### src/rtl/jt51_kon_ctrl_if.sv
// +--------------------------------------------------------------------------+
// | jt51_kon_ctrl_if : register-file side of the key-on scheduler            |
// | Revision: 1.0                                                            |
// +--------------------------------------------------------------------------+
`default_nettype none

interface jt51_kon_ctrl_if;
    logic       kon_we;
    logic [7:0] kon_din;
    logic       kon_ready;
    logic       kon_pending;
    logic       kon_ovf;

    modport master (
        output kon_we,
        output kon_din,
        input  kon_ready,
        input  kon_pending,
        input  kon_ovf
    );

    modport slave (
        input  kon_we,
        input  kon_din,
        output kon_ready,
        output kon_pending,
        output kon_ovf
    );
endinterface

`default_nettype wire

### src/rtl/jt51_kon_ctrl.sv
// +--------------------------------------------------------------------------+
// | jt51_kon_ctrl : key-on scheduler, one key event committed per frame,     |
// |                 CSM forcing, serial per-slot keyon_II stream             |
// | Revision: 1.0                                                            |
// +--------------------------------------------------------------------------+
`default_nettype none

module jt51_kon_ctrl #(
    parameter int AW = 2
) (
    input  wire logic        clk,
    input  wire logic        rst_n,
    input  wire logic        zero,
    jt51_kon_ctrl_if.slave   kon,
    input  wire logic        csm_trig,
    output logic             keyon_II,
    output logic [4:0]       slot
);

    localparam int          DEPTH = 2**AW;
    localparam logic [AW:0] FULL  = (AW+1)'(DEPTH);

    typedef enum logic [1:0] {
        CSM_IDLE      = 2'd0,
        CSM_ARMED     = 2'd1,
        CSM_FORCE_ON  = 2'd2,
        CSM_FORCE_OFF = 2'd3
    } csm_state_t;

    // Entry layout: {ch[2:0], C2, M2, C1, M1}
    logic [6:0]    mem [DEPTH];
    logic [AW-1:0] wr_ptr;
    logic [AW-1:0] rd_ptr;
    logic [AW:0]   count;
    logic [AW:0]   count_next;
    logic          push;
    logic          pop;
    logic          pending;
    logic          ovf;

    logic [31:0]   kon_state;
    logic [31:0]   kon_next;
    logic [31:0]   eff_next;
    logic [6:0]    head;
    logic [2:0]    head_ch;
    logic [3:0]    head_mask;

    csm_state_t    csm_state;
    csm_state_t    csm_next;
    logic          rearm;
    logic          rearm_next;

    logic [4:0]    slot_next;
    logic          unused_din7;

    assign unused_din7     = kon.kon_din[7];
    assign kon.kon_ready   = (count != FULL);
    assign kon.kon_pending = pending;
    assign kon.kon_ovf     = ovf;

    // Ready is judged on the pre-pop fill level, so a full FIFO drops even in a pop cycle
    assign push = kon.kon_we && kon.kon_ready;
    assign pop  = zero && (count != '0);

    assign head      = mem[rd_ptr];
    assign head_ch   = head[6:4];
    assign head_mask = head[3:0];

    always_comb begin
        count_next = count;
        if (push && !pop) begin
            count_next = count + (AW+1)'(1);
        end else if (pop && !push) begin
            count_next = count - (AW+1)'(1);
        end
    end

    always_ff @(posedge clk) begin
        if (push) begin
            mem[wr_ptr] <= {kon.kon_din[2:0], kon.kon_din[6:3]};
        end
    end

    always_ff @(posedge clk or negedge rst_n) begin
        if (!rst_n) begin
            wr_ptr  <= '0;
            rd_ptr  <= '0;
            count   <= '0;
            pending <= 1'b0;
            ovf     <= 1'b0;
        end else begin
            if (push) begin
                wr_ptr <= wr_ptr + AW'(1);
            end
            if (pop) begin
                rd_ptr <= rd_ptr + AW'(1);
            end
            count   <= count_next;
            pending <= (count_next != '0);
            if (kon.kon_we && !kon.kon_ready) begin
                ovf <= 1'b1;
            end
        end
    end

    // Mask bits go M1->op0, M2->op1, C1->op2, C2->op3 (slot = op*8 + ch)
    always_comb begin
        kon_next = kon_state;
        if (pop) begin
            kon_next[{2'd0, head_ch}] = head_mask[0];
            kon_next[{2'd1, head_ch}] = head_mask[2];
            kon_next[{2'd2, head_ch}] = head_mask[1];
            kon_next[{2'd3, head_ch}] = head_mask[3];
        end
    end

    always_comb begin
        csm_next   = csm_state;
        rearm_next = rearm;
        unique case (csm_state)
            CSM_IDLE: begin
                if (csm_trig) begin
                    csm_next = CSM_ARMED;
                end
            end
            CSM_ARMED: begin
                if (zero) begin
                    csm_next = CSM_FORCE_ON;
                end
            end
            CSM_FORCE_ON: begin
                if (zero) begin
                    csm_next = CSM_FORCE_OFF;
                end
            end
            CSM_FORCE_OFF: begin
                if (zero) begin
                    csm_next   = rearm ? CSM_ARMED : CSM_IDLE;
                    rearm_next = 1'b0;
                end
            end
            default: csm_next = CSM_IDLE;
        endcase
        if (csm_trig && (csm_state != CSM_IDLE)) begin
            rearm_next = 1'b1;
        end
    end

    // Forcing tracks the post-edge CSM state so a forced frame starts exactly at slot 0
    always_comb begin
        eff_next = kon_next;
        if (csm_next == CSM_FORCE_ON) begin
            eff_next = '1;
        end else if (csm_next == CSM_FORCE_OFF) begin
            eff_next = '0;
        end
    end

    assign slot_next = zero ? 5'd0 : slot + 5'd1;

    always_ff @(posedge clk or negedge rst_n) begin
        if (!rst_n) begin
            kon_state <= '0;
            csm_state <= CSM_IDLE;
            rearm     <= 1'b0;
            slot      <= '0;
            keyon_II  <= 1'b0;
        end else begin
            kon_state <= kon_next;
            csm_state <= csm_next;
            rearm     <= rearm_next;
            slot      <= slot_next;
            keyon_II  <= eff_next[slot_next];
        end
    end

endmodule

`default_nettype wire

### src/flat_wrapper.sv
// flat-port wrapper written by rule: the top's interface ports become plain ports
module jt51_kon_ctrl_flat 
#(
    parameter int AW = 2
)
  (clk, rst_n, zero, csm_trig, keyon_II, slot, kon_kon_we, kon_kon_din, kon_kon_ready, kon_kon_pending, kon_kon_ovf);
  jt51_kon_ctrl_if kon_i ();
  input  wire logic clk;
  input  wire logic rst_n;
  input  wire logic zero;
  input  wire logic csm_trig;
  output logic keyon_II;
  output logic [4:0] slot;
  input wire logic [$bits(kon_i.kon_we)-1:0] kon_kon_we;
  input wire logic [$bits(kon_i.kon_din)-1:0] kon_kon_din;
  output wire logic [$bits(kon_i.kon_ready)-1:0] kon_kon_ready;
  output wire logic [$bits(kon_i.kon_pending)-1:0] kon_kon_pending;
  output wire logic [$bits(kon_i.kon_ovf)-1:0] kon_kon_ovf;
  assign kon_i.kon_we = kon_kon_we;
  assign kon_i.kon_din = kon_kon_din;
  assign kon_kon_ready = kon_i.kon_ready;
  assign kon_kon_pending = kon_i.kon_pending;
  assign kon_kon_ovf = kon_i.kon_ovf;
  jt51_kon_ctrl #(.AW(AW)) u_core (.clk(clk), .rst_n(rst_n), .zero(zero), .kon(kon_i), .csm_trig(csm_trig), .keyon_II(keyon_II), .slot(slot));
endmodule
### config.mk
export PLATFORM = sky130hd
export DESIGN_NAME = jt51_kon_ctrl_flat
export DESIGN_NICKNAME = d
export VERILOG_FILES = /design/src/rtl/jt51_kon_ctrl_if.sv /design/src/rtl/jt51_kon_ctrl.sv /design/src/flat_wrapper.sv
export SDC_FILE = /design/constraint.sdc
export NUM_CORES = 1
export LEC_CHECK = 0
export CORE_MARGIN = 3
export CORE_UTILIZATION = 40
export CTS_CLUSTER_DIAMETER = 80
export DETAILED_ROUTE_END_ITERATION = 10
export DONT_BUFFER_PORTS = 1
export RECOVER_POWER = 25
export SLEW_MARGIN = 15
export SYNTH_ARGS = -nofsm -noshare
export SYNTH_HDL_FRONTEND = slang
export SYNTH_SLANG_ARGS = --single-unit
### constraint.sdc
create_clock -name clk -period 3.3 [get_ports clk]
set_input_delay 0.66 -clock clk [delete_from_list [all_inputs] [get_ports clk]]
set_output_delay 0.66 -clock clk [all_outputs]
set_load 0.005 [all_outputs]
## Yosys cells after proc, flatten, opt, wreduce, memory -nomap -nowiden

Memories as Yosys holds them, arrays and structs flattened.
Cells that the tools add are included.

- $add $sub $neg: 5
- $lt $le $gt $ge: 9
- Equal/unequal tests: 6
- Mux-type cells: 31
- Reduce and logical (&&, ||, !) cells: 20

Operators with widths:

| kind | count |
|---|---|
| $bwmux 32 | 4 |
| $mux 32 | 3 |
| $lt 5x6->1 const B | 3 |
| $demux 1 s3 | 4 |
| $mux 1 | 11 |
| $ge 5x1->1 const B | 2 |
| $logic_and 1x1->1 | 10 |
| $eq 2x2->1 const B | 4 |
| $mux 2 | 4 |
| $pmux 2 s4 | 1 |
| $lt 3x6->1 const B | 1 |
| $lt 4x6->1 const B | 1 |
| $mux 3 | 2 |
| $reduce_bool 2->1 | 3 |
| $reduce_bool 3->1 | 2 |
| $add 5x1->5 const B | 1 |
| $bmux 1 s5 | 1 |
| $mux 5 | 1 |
| $add 2x1->2 const B | 2 |
| $ge 4x1->1 const B | 1 |
| $add 3x1->3 const B | 1 |
| $ge 3x1->1 const B | 1 |
| $logic_not 1->1 | 3 |
| $ne 3x3->1 const B | 1 |
| other kinds (4) | 4 |

- Register bits: 50
- Memory bits (writable): 28
- Bits of input ports: 13
- Output and inout bits: 9
- Memories kept: 1

Memories:

| memory | words | bits a word | read ports | clocked after memory_dff | wr ports | line | source |
|---|---|---|---|---|---|---|---|
| u_core.mem | 4 | 7 | 1 | 0 | 1 | jt51_kon_ctrl.sv:31 | `logic [6:0] mem [DEPTH];` |

## Depth between registers and ports, before layout

An unclocked memory read counts as a cell.

- Depth after elaboration: 14
- Mapped depth: 10
- Gate-level depth less buffers: 9

## Least setup slack after synthesis

Ideal clock, no wire load.

- Kind: reg2reg
- Start: register u_core.rd_ptr[0]
- End: register u_core.keyon_II
- Data arrival time: 2648 ps
- Data required time: 3174 ps
- Path slack: 526 ps
- Stages on the path, launching flop included: 10
- Period minus slack after synthesis: 2774 ps
- Cells stage by stage: dfrtp_1 buf_6 mux4_2 nor3_2 and2_1 buf_2 mux2_2 a2111o_1 a41oi_1 o21ai_2

- Cells in the longest elaborated chain, start to end: 14
- Elaborated cells on any way between the ends: 30
- Classes of those cells: order compare (8); mux (17); reduce/logical (4); memory (1)

RTL lines:

| item | line | source |
|---|---|---|
| from (decl) | jt51_kon_ctrl.sv:33 | `logic [AW-1:0] rd_ptr;` |
| from (signal assigned) | jt51_kon_ctrl.sv:96 | `rd_ptr <= rd_ptr + AW'(1);` |
| $mem_v2 4x7 * | -- |  |
| $lt 3x6->1 (not written as such) or $ge 3x1->1 (tied branches) | jt51_kon_ctrl.sv:110 | `kon_next[{2'd0, head_ch}] = head_mask[0];` |
| $logic_and 1x1->1 (not written as such) | jt51_kon_ctrl.sv:110 |  |
| $mux 1 (not written as such) | jt51_kon_ctrl.sv:110 |  |
| $demux 1 s3 | -- |  |
| $bwmux 32 | jt51_kon_ctrl.sv:110 |  |
| $bwmux 32 | jt51_kon_ctrl.sv:111 | `kon_next[{2'd1, head_ch}] = head_mask[2];` |
| $bwmux 32 | jt51_kon_ctrl.sv:112 | `kon_next[{2'd2, head_ch}] = head_mask[1];` |
| $bwmux 32 * | jt51_kon_ctrl.sv:113 | `kon_next[{2'd3, head_ch}] = head_mask[3];` |
| $mux 32 * | jt51_kon_ctrl.sv:109 | `if (pop) begin` |
| net u_core.kon_next[0] | jt51_kon_ctrl.sv:42 | `logic [31:0] kon_next;` |
| $mux 32 * | jt51_kon_ctrl.sv:154 | `end else if (csm_next == CSM_FORCE_OFF) begin` |
| $mux 32 * | jt51_kon_ctrl.sv:152 | `if (csm_next == CSM_FORCE_ON) begin` |
| $bmux 1 s5 * | jt51_kon_ctrl.sv:173 | `keyon_II <= eff_next[slot_next];` |
| $mux 1 (not written as such) * | jt51_kon_ctrl.sv:173 |  |
| to (signal assigned) | jt51_kon_ctrl.sv:173 |  |
| to (decl) | jt51_kon_ctrl.sv:16 | `output logic keyon_II,` |

The timed path passes the listed nets; every way through them passes the cells marked *. The select of a mux whose other input is x is not followed.
A chain may end at the register's enable or synchronous reset.

## Worst setup path after layout

Same ends and word-level chain as after synthesis.

==> qor.txt <==
status = complete, but fails checks
failing checks = capacitance limit, slew limit
synth top area cells = dfrtp_1 34%, edfxtp_1 23%, mux2_2 7.1%, mux4_2 3.1%, ha_1 2.7%
max_slew headroom = -51.7%
first-pass GRT wire length = 12.2 mm
Synth Area per Inst = 13.2 um2
routed len/inst = 18.2 um
most frequent cells in the layout = 50 x dfrtp_1, 28 x edfxtp_1, 23 x mux2_2, 20 x nand2_1, 13 x inv_1
number of flops mapped to enable cells by yosys = 28
First DRT Iteration DRCs = 107
synthesized area = 0.00367 mm2
WL final = 7.26 mm
most common cell after layout, fill and taps aside = dfrtp_1
cells on worst reg2reg path = 7
CTS H-tree depth = 3
crit path launch type = flip-flop
hold_ws = 0.370 ns
# DRC = 0
TNS Setup = 0 ns
clock skew = 0.00679 ns
Synth cell types = 60
Synth top area share = 34.1%
Die Ht = 102 um
crit-path cells = mux4_2 -> nor2_1 -> and2_1 -> mux2_2 -> a2111o_1 -> a41oi_1 -> o21ai_2
ant diodes = 0
Setup Viol. Count Final = 0
TritonCTS Buffers = 9
TritonRoute pass-1 iters = 4
Layout Area Growth over Synthesis = 8.73%
share of cells above drive strength 1 = 22.8%
Hold Path Class = primary input to flip-flop
RSZ-0062 raised after global routing = false
max_cap viols = 1
routability cong. = 0.893
ys flop type = dfrtp_1
post-synthesis cell count = 279
asr flop ratio synth = 64.1%
Least-Margin Pin Slew = 2.28 ns
CTS Sinks = 78
CP Class = flip-flop to flip-flop
crit end category = flip-flop
# nets final = 306
min Tclk post-route = 2.94 ns
via count = 2211
Initial Util = 41.7%
clk slew on worst S/H paths = 0.09 ns
initial antenna violation count = 0
Site Rows = 34
vias in the first global route = 2324
leakage power = 1.58 nW
hold path startpoint = zero
Ys Warns = 0
CTS tree = built
final hold vios = 0
Synth Register Bits = 78
Yosys top cell by area = dfrtp_1
grt total ovfl = 0
number of buffers added on ports = 0
vias per cell = 5.56
Hold Path End = u_core.slot[4]$_DFF_PN0_
Post-Syn Nets = 300
CP peak stage delay = 0.64 ns
critical path peak fanout = 8
Max Clk Rate = 340 MHz
worst r2r src = u_core.rd_ptr[0]$_DFFE_PN0P_
Critical Path RT = 3.54 ns
ANT nets after route = 0
largest net degree at the start of global routing = 51
Max Slew Vio Count = 51
fin crit share = 89.1%
Clock Root Buffer = clkbuf_8
Final Util = 45.3%
power per cell area = 860 mW/mm2
WP buf/inv = 0
R2R setup slack = 0.36 ns
die area = 0.0104 mm2
Worst EP arrival = 3.19 ns
Core ar. = 0.00881 mm2
crit-path leading delay family = multiplexers
clk buf depth = 2
# IOs = 22
RR Endpoint = u_core.keyon_II$_DFF_PN0_
post-synthesis sequential area ratio = 57.0%
Final HPWL DP = 5.12 mm
Max VDD drop = 0.463 mV
Total Routing Usage GR = 15.7%
worst skew pair latency = 0.36 ns
Chip Width = 102 um
Hold Path Cell Cnt = 1
Slowest cell on crit path = mux4_2
[per-layer routing]
metal	wire length [um]	vias up	part of all wire (%)	track usage, %
met5	0	-	0	0
met4	71	0	0.98	3.68
met3	397	8	5.5	5.65
met2	3550	57	49	25.6
met1	3240	1087	45	20.0
li1	-	1059	-	-
[how the worst max path moves through the flow]
stage,slack [ns],end,cells past startpoint,from
CTS,0.36,u_core.keyon_II$_DFF_PN0_,7,u_core.rd_ptr[0]$_DFFE_PN0P_
global route,0.17,u_core.keyon_II$_DFF_PN0_,7,u_core.rd_ptr[0]$_DFFE_PN0P_
global placement,0.38,u_core.keyon_II$_DFF_PN0_,7,u_core.rd_ptr[0]$_DFFE_PN0P_
finish,0.36,u_core.keyon_II$_DFF_PN0_,7,u_core.rd_ptr[0]$_DFFE_PN0P_
floorplan,0.53,u_core.keyon_II$_DFF_PN0_,9,u_core.rd_ptr[0]$_DFFE_PN0P_
detailed placement,0.36,u_core.keyon_II$_DFF_PN0_,7,u_core.rd_ptr[0]$_DFFE_PN0P_
[stage by stage]
| step | setup slack [ns] | power (mW) | instance area, um2 | instances |
|---|---|---|---|---|
| final | 0.359 | 3.43 | 3990 | 398 |
| after global routing | 0.174 | 3.69 | 3990 | 398 |
| after CTS | 0.357 | 3.49 | 4010 | 398 |
| after detailed placement | 0.362 | 2.78 | 3790 | 381 |
| after global placement | 0.381 | 2.75 | 3790 | 381 |
| after floorplan | 0.526 | 2.47 | 3670 | 279 |
[synthesized netlist by cell type (3+ instances only)]
library cell  count
a21oi_1           5
nor2_1            8
buf_2             3
nor2b_1           5
nor3_1            4
inv_1            13
clkbuf_1          7
nand2_1          20
nand3_1           6
a211oi_1          4
and3_1            7
mux2_2           23
clkinv_1          3
edfxtp_1         28
a2111oi_0         4
ha_1              8
mux4_2            5
dfrtp_1          50
o21ai_0           5
a31o_2            4
mux2i_1           3
xnor2_1           6
and2_1            4
a311oi_1          4
[where the power goes]
part	internal, mW	switching [mW]	leakage, nW
logic	0.558	0.630	0.630
registers	1.36	0.211	0.859
clock network	0.292	0.385	0.0947
total	2.21	1.23	1.58
[logic make-up after synthesis]
group                    synth area share (%)
AND/OR/NAND/NOR                          10.6
AO/OA/AOI/OAI                            10.9
buffers and inverters                    3.51
XOR/XNOR                                 1.91
adder cells (fa/ha/maj)                  2.73
flip-flops                               57.0
multiplexers                             13.4
[sequential cells by signal, summed over array words and instances (netlist names)]
register / cells
u_core.count: 3
u_core.csm_state: 2
u_core.keyon_II: 1
u_core.kon.kon_ovf: 1
u_core.kon.kon_pending: 1
u_core.kon_state: 32
u_core.mem: 28
u_core.rd_ptr: 2
u_core.rearm: 1
u_core.slot: 5
u_core.wr_ptr: 2
[worst register-to-register path: stages (launching register included)]
cell and delay [ns]:
dfrtp_1 0.55, mux4_2 0.64, nor2_1 0.20, and2_1 0.33, mux2_2 0.39, a2111o_1 0.41
a41oi_1 0.24, o21ai_2 0.07
[cell type report]
cell class | instances | area [um2]
tap | 108 | 135
clock buffer | 9 | 124
multi-input combinational | 172 | 1450
clock inverter | 7 | 65.1
timing repair buffer | 8 | 65.1
sequential | 78 | 2090
fill | 819 | 4810
inverter | 16 | 60.1
[what timing repair did]
| action | 4_1_cts | 5_1_grt |
|---|---|---|
| resized for setup | 0 | 0 |
| hold buffers | 1 | 0 |
| hold endpoints to repair | 50 | 0 |
| buffers inserted | 0 | 0 |
No activity file was read; power rests on OpenSTA's default activity.
